### config.mk
export PLATFORM = sky130hd
export DESIGN_NAME = cpu
export DESIGN_NICKNAME = d
export VERILOG_FILES = /design/src/rtl/cpu.sv
export SDC_FILE = /design/constraint.sdc
export NUM_CORES = 1
export LEC_CHECK = 0
export ABC_AREA = 0
export CORE_ASPECT_RATIO = 1.75
export CORE_MARGIN = 2
export CORE_UTILIZATION = 63
export CTS_BUF_LIST = sky130_fd_sc_hd__clkbuf_16
export DETAILED_ROUTE_END_ITERATION = 8
export PLACE_DENSITY_LB_ADDON = 0.15
export SYNTH_ARGS = -nofsm -noshare
export SYNTH_HDL_FRONTEND = slang
export SYNTH_SLANG_ARGS = --single-unit
### constraint.sdc
create_clock -name CLK -period 5.2 [get_ports CLK]
set_input_delay 0.78 -clock CLK [delete_from_list [all_inputs] [get_ports CLK]]
set_output_delay 0.78 -clock CLK [all_outputs]
set_load 0.01 [all_outputs]
### src/rtl/cpu.sv
// Single-cycle 8-bit CPU: 32-bit PC, 32-bit instructions, 8x8 register file.
// Optional shift opcodes (SLL/SRL) are enabled by defining CPU_SHIFT_OPS_EN.

module cpu_reg_file #(
    parameter int NREGS = 8,
    parameter int DW    = 8,
    parameter int AW    = $clog2(NREGS)
) (
    input  logic          CLK,
    input  logic          RESET,
    input  logic [AW-1:0] rs1_addr,
    input  logic [AW-1:0] rs2_addr,
    output logic [DW-1:0] rs1_data,
    output logic [DW-1:0] rs2_data,
    input  logic          wr_en,
    input  logic [AW-1:0] wr_addr,
    input  logic [DW-1:0] wr_data
);

    logic [DW-1:0] REGISTER [0:NREGS-1];

    // Reads are combinational, so a same-cycle read of the write target sees the old value.
    assign rs1_data = REGISTER[rs1_addr];
    assign rs2_data = REGISTER[rs2_addr];

    // NOTE: the array is reset because an asynchronous clear of every register is
    // architecturally visible here; this precludes mapping the file onto block RAM.
    // NOTE: state uses non-blocking assignments so all registers update together at the edge.
    always_ff @(posedge CLK or posedge RESET) begin
        if (RESET) begin
            for (int i = 0; i < NREGS; i++) begin
                REGISTER[i] <= '0;
            end
        end else if (wr_en) begin
            REGISTER[wr_addr] <= wr_data;
        end
    end

endmodule

module cpu #(
    parameter int NREGS = 8,
    parameter int DW    = 8
) (
    input  logic        CLK,
    input  logic        RESET,
    output logic [31:0] PC,
    input  logic [31:0] INSTRUCTION
);

    localparam int AW = $clog2(NREGS);

    typedef enum logic [7:0] {
        OP_LOADI = 8'h00,
        OP_MOV   = 8'h01,
        OP_ADD   = 8'h02,
        OP_SUB   = 8'h03,
        OP_AND   = 8'h04,
        OP_OR    = 8'h05,
        OP_J     = 8'h06,
        OP_BEQ   = 8'h07,
        OP_BNE   = 8'h08,
        OP_SLL   = 8'h09,
        OP_SRL   = 8'h0A
    } opcode_t;

    opcode_t       opcode;
    logic [7:0]    offset;
    logic [7:0]    imm;
    logic [AW-1:0] rd_idx;
    logic [AW-1:0] rs1_idx;
    logic [AW-1:0] rs2_idx;

    logic [DW-1:0] rs1_data;
    logic [DW-1:0] rs2_data;
    logic [DW-1:0] wr_data;
    logic          wr_en;

    logic [31:0]   pc_plus4;
    logic [31:0]   branch_target;
    logic [31:0]   pc_next;

    assign opcode  = opcode_t'(INSTRUCTION[31:24]);
    assign offset  = INSTRUCTION[23:16];
    assign rd_idx  = INSTRUCTION[16 +: AW];
    assign rs1_idx = INSTRUCTION[8 +: AW];
    assign rs2_idx = INSTRUCTION[0 +: AW];
    assign imm     = INSTRUCTION[7:0];

    cpu_reg_file #(
        .NREGS (NREGS),
        .DW    (DW)
    ) my_reg (
        .CLK      (CLK),
        .RESET    (RESET),
        .rs1_addr (rs1_idx),
        .rs2_addr (rs2_idx),
        .rs1_data (rs1_data),
        .rs2_data (rs2_data),
        .wr_en    (wr_en),
        .wr_addr  (rd_idx),
        .wr_data  (wr_data)
    );

    // Offset counts instructions, so it is sign-extended and scaled by 4.
    assign pc_plus4      = PC + 32'd4;
    assign branch_target = pc_plus4 + {{22{offset[7]}}, offset, 2'b00};

    // NOTE: every output of this block gets a default first so no path infers a latch.
    always_comb begin
        wr_en   = 1'b0;
        wr_data = '0;
        pc_next = pc_plus4;
        unique case (opcode)
            OP_LOADI: begin wr_en = 1'b1; wr_data = DW'(imm);            end
            OP_MOV:   begin wr_en = 1'b1; wr_data = rs2_data;            end
            OP_ADD:   begin wr_en = 1'b1; wr_data = rs1_data + rs2_data; end
            OP_SUB:   begin wr_en = 1'b1; wr_data = rs1_data - rs2_data; end
            OP_AND:   begin wr_en = 1'b1; wr_data = rs1_data & rs2_data; end
            OP_OR:    begin wr_en = 1'b1; wr_data = rs1_data | rs2_data; end
            OP_J:     pc_next = branch_target;
            OP_BEQ:   if (rs1_data == rs2_data) pc_next = branch_target;
            OP_BNE:   if (rs1_data != rs2_data) pc_next = branch_target;
`ifdef CPU_SHIFT_OPS_EN
            OP_SLL:   begin wr_en = 1'b1; wr_data = rs1_data << imm[2:0]; end
            OP_SRL:   begin wr_en = 1'b1; wr_data = rs1_data >> imm[2:0]; end
`endif
            default:  ;
        endcase
    end

    always_ff @(posedge CLK or posedge RESET) begin
        if (RESET) begin
            PC <= 32'd0;
        end else begin
            PC <= pc_next;
        end
    end

endmodule

After elaboration in Yosys (flattened, before gate mapping)
Cells that the tools add are included.
{ "classes": {"add_sub_neg": 4, "magnitude_cmp": 4, "eq_ne": 10, "mux": 14, "n_bitwise": 5, "reduce_logical": 3} }
{ "op_table": {"columns": ["operator", "count"], "rows": [
  ["one-hot mux 32 bit (3 select lines)", 1],
  ["bitwise mux 64 bit", 1],
  ["two-way mux 32 bit", 2],
  ["binary-select mux 8 bit (select 3 bit)", 2],
  ["one-hot mux 8 bit (6 select lines)", 1],
  ["two-way mux 8 bit", 5],
  ["adder 32 x 3 -> 32 bit (second input constant)", 1],
  ["adder 32 bit", 1],
  ["equality test 8 x 3 -> 1 bit (second input constant)", 4],
  ["demux 8 bit (select 3 bit)", 1],
  ["equality test 8 x 2 -> 1 bit (second input constant)", 2],
  [">= comparator 4 bit (second input constant)", 3],
  ["inverter 3 -> 4 bit", 3],
  ["adder 8 bit", 1],
  ["bitwise AND 8 bit", 1],
  ["equality test 8 x 1 -> 1 bit (second input constant)", 1],
  ["equality test 8 x 4 -> 1 bit (second input constant)", 1],
  ["equality test 8 bit", 1],
  ["zero test 8 bit", 1],
  ["!= test 8 bit", 1],
  ["OR 8 bit", 1],
  ["subtractor 8 bit", 1],
  ["OR reduction 6 bit", 1],
  ["< comparator 4 x 1 -> 1 bit (second input constant)", 1],
  ["2 further kinds", 2]
]} }
{ "word_totals": {"reg_bits": 96, "input_bits": 34, "out_inout_bits": 32} }

Depth between registers and ports, before layout
{ "logic_depth": {"depth_word": 7, "mapped_depth": 15, "depth_no_buf": 15} }

Modules after synthesis
A second synthesis with hierarchy kept.
{ "hier_totals": {"hier_cells": 750, "hier_area_um2": 7835.0} }
{ "by_module_without_submodules": {"columns": ["mod", "n_inst", "cells_each", "area_each_um2"], "rows": [
  ["cpu", 1, 548, 4270.3],
  ["cpu_reg_file", 1, 202, 3564.7]
]} }

Worst setup path before layout
OpenSTA, ideal clock, no wires.
{ "synth_path": {"path_kind": "input-to-reg", "start": "in INSTRUCTION[8]", "end": "reg my_reg.REGISTER[15] in the netlist's numbering", "setup_time_ns": 0.125, "t_arrival_ns": 4.125, "required_time_ns": 5.075, "setup_slack_ns": 0.950, "stages": 14, "path_cell_list": "clkbuf_1 buf_2 mux4_2 mux2i_1 inv_1 ha_1 a21o_1 a21o_1 a21o_1 a2111oi_0 nor3_1 o2111ai_1 nand2_1 mux2_2"} }
{ "synth_between": {"elab_chain_cells": 7, "word_cells_on_any_way": 10} }
{ "synth_lines": {"columns": ["item", "line", "rtl"], "rows": [
  ["start, declared", "48", "input logic [31:0] INSTRUCTION"],
  ["inverter 3 -> 4 bit (not written as such) (*)", "23", "assign rs1_data = REGISTER[rs1_addr];"],
  ["binary-select mux 8 bit (select 3 bit) (*)", "23", null],
  ["two-way mux 8 bit (not written as such) (*) (2 in a row)", "23", null],
  ["subtractor 8 bit, or another cell as far along", "118", "OP_SUB: begin wr_en = 1'b1; wr_data = rs1_data - rs2_data; end"],
  ["one-hot mux 8 bit (6 select lines) (*)", "114", "unique case (opcode)"],
  ["bitwise mux 64 bit (*)", "35", "REGISTER[wr_addr] <= wr_data;"],
  ["end signal, assigned by index", "35", null],
  ["end, declared", "20", "logic [DW-1:0] REGISTER [0:NREGS-1];"]
]} }
Every way passes the cells marked *; elsewhere a longest branch is shown, timed or not. The select of a mux whose other input is x is not followed.
A chain may end at the register's enable or synchronous reset.

Final worst setup path
Ends and elaborated chain as after synthesis.

==> results.toml <==
[clock_tree]
cts_tree = "done"
cts_inserted_buffers = 9
cts_resized = 0
root_buffer = "clkbuf_16"
clock_path_buffers = 2
worstSkewPairLatency_ns = 0.35
hold_buffers = 0
cts.clk_slew.worst_paths_ns = 0.07
numClockSinks = 94
h-tree-depth = 3
post-cts-setup-buffer-count = 0

[synthesis]
synth_top_area_frac = 0.304
ys_seq_area_frac = 0.304
ys_async_sr_fraction = 1.00
synth_edf_count = 0
synth.distinct_cells = 66
synth_cells = 795
post-synth-top-area-cell = "dfrtp_1"
synth_warnings = 0
netlist_top_cells_area = "dfrtp_1, ha_1, mux2_2"
synth_area_um2 = 7730
avgSynthCellArea_um2 = 9.72
yosysMostFrequentCell = "dfrtp_1"
yosys_most_used_dff = "dfrtp_1"
ys_ff_latch = 94
synth_common_cells = "dfrtp_1, a21oi_1, nor2_1, nand2_1, mux2_2"

[sta]
drv_slew = 0
setup_viol = 0
hold_viol = 0
tightest_slew_ns = 1.12
grt_setup_unrepaired = "false"
max_slew_margin = 0.254
worst_slack_ns = 0.703
finClkSkew_ns = 0.0109
fmax_ghz = 0.222
finalSetupTns_ns = 0
hold_ws_ns = 0.508
final.period_utilization = 0.865
period_minus_slack_ns = 4.50

[die]
num_rows = 53
die_area_um2 = 13200
die_x_um = 87.7
initial_core_util = 0.644
core_area_um2 = 12000
die_y_um = 151
ios = 66

[placement]
pre_cts_ws_ns = 0.420
numPortBuffers = 58
place_area_um2 = 8510
gp_congestion = 0.973
hpwlAfterDp_um = 15500

[critical_path]
cp.arrival_ns = 4.73
path_max_fanout = 8
critPathRequiredTime_ns = 5.43
end_kind = "flip-flop"
cp-start-kind = "input pin"
worstSetupPathType = "in2reg"
r2r_setup_slack_ns = 0.79

[finish]
fin_nets = 948
diodes = 0
area_growth_pct = 14.2
drive_gt1_frac = 0.159
fin_area_um2 = 8830

[pwr]
netSwitchingFraction = 0.354
static-leakage-power_nw = 4.19
p_int_mw = 1.68
pwr-share-clk = 0.278
p_per_area_nw_per_um2 = 294
vdd_drop_max_v = 0.000192
p_total_mw = 2.60
p_comb_frac = 0.382
seqPwrFrac = 0.340
p_switching_mw = 0.920

[drt]
ant_nets = 0
wl_um = 20100
via_count = 6464
avgRoutedWirePerCell_um = 19.7
first_pass_iters = 5
via_per_inst = 6.32
drc = 0
drt-initial-drc-count = 349

[hold_path]
min-delay-path-class = "reg2reg"

[grt]
grt_overflow = 0
grt_most_used_layer = "met2"
grt_antenna_before_repair = 0
grt_start_max_net_pins = 50
grtUsageMet1 = 0.341
use_met3 = 0.0334
grtUsageTotal = 0.321
grt_pass1_wl_um = 32800
met2_usage = 0.603
grt_pass1_vias = 6825

[outcome]
status = "completed"

[run]
cap_violations = 0
routing by layer:
layer | part of all wire | wire (um) | up-vias
met5 | 0 | 0 | -
met4 | 0.042 | 853 | 0
met3 | 0.035 | 704 | 56
met2 | 0.56 | 11300 | 191
met1 | 0.36 | 7310 | 3177
li1 | - | - | 3040
critical path, stage by stage:
cell and delay (ns):
clkdlybuf4s50_1 0.73, buf_4 0.23, mux4_2 0.50, mux2i_1 0.25
inv_1 0.08, ha_1 0.25, a21o_1 0.19, a21o_1 0.18
a21o_1 0.20, a2111oi_0 0.43, nor3_1 0.14, o2111ai_1 0.21
nand2_1 0.21, mux2_2 0.33
sequential cells by signal, summed over array words and instances (netlist names):
register	flops
my_reg.REGISTER	64
PC	30
cells in the final DEF (no fill, tap or decap), types with 22 or more instances in the layout:
master            n
dfrtp_1          94
a21oi_1          75
nor2_1           67
nand2_1          61
mux2_2           59
ha_1             58
clkdlybuf4s50_1  58
inv_1            36
xnor2_1          30
o21ai_0          27
mux4_2           25
xor2_1           22
buf_4            22
cells by family after synthesis:
| kind of cell | share of synthesized area |
|---|---|
| AO/OA/AOI/OAI | 0.157 |
| XOR/XNOR | 0.0589 |
| adder cells (fa/ha/maj) | 0.102 |
| buffers and inverters | 0.0408 |
| flip-flops | 0.304 |
| multiplexers | 0.203 |
| other | 0.000485 |
| AND/OR/NAND/NOR | 0.134 |
through the flow:
step	utilization	std cells
3_3_place_gp	0.709	1007
2_1_floorplan	-	796
3_5_place_dp	0.709	1007
4_1_cts	0.736	1022
5_1_grt	0.736	1022
6_report	0.736	1022
area by class of cell:
type	count	area [um^2]
Multi-Input combinational cell	631	5070
Fill cell	895	3170
Sequential cell	94	2350
Timing Repair Buffer	80	746
Clock buffer	9	225
Tap cell	165	206
Inverter	37	140
Clock inverter	6	93.8
final timing paths:
kind | endpoint | start | cells after the start
worst max-delay path | my_reg.REGISTER[15] | INSTRUCTION[8] | 14
worst min-delay path | my_reg.REGISTER[56] | my_reg.REGISTER[56] | 2
worst max register to register | PC[29] | PC[4] | 14
worst min register to register | my_reg.REGISTER[56] | my_reg.REGISTER[56] | 2
max in group asynchronous | PC[29] | RESET | 3
min in group asynchronous | my_reg.REGISTER[51] | RESET | 2
power groups by stage:
stage / clock, mW / sequential, mW / combinational [mW]
detailed placement: 0 / 0.894 / 0.973
global placement: 0 / 0.892 / 0.951
CTS: 0.732 / 0.882 / 0.986
floorplan: 0 / 0.901 / 0.655
finish: 0.722 / 0.885 / 0.993
global route: 0.757 / 0.893 / 1.10
Note: power is estimated with default switching activity, not from simulation.
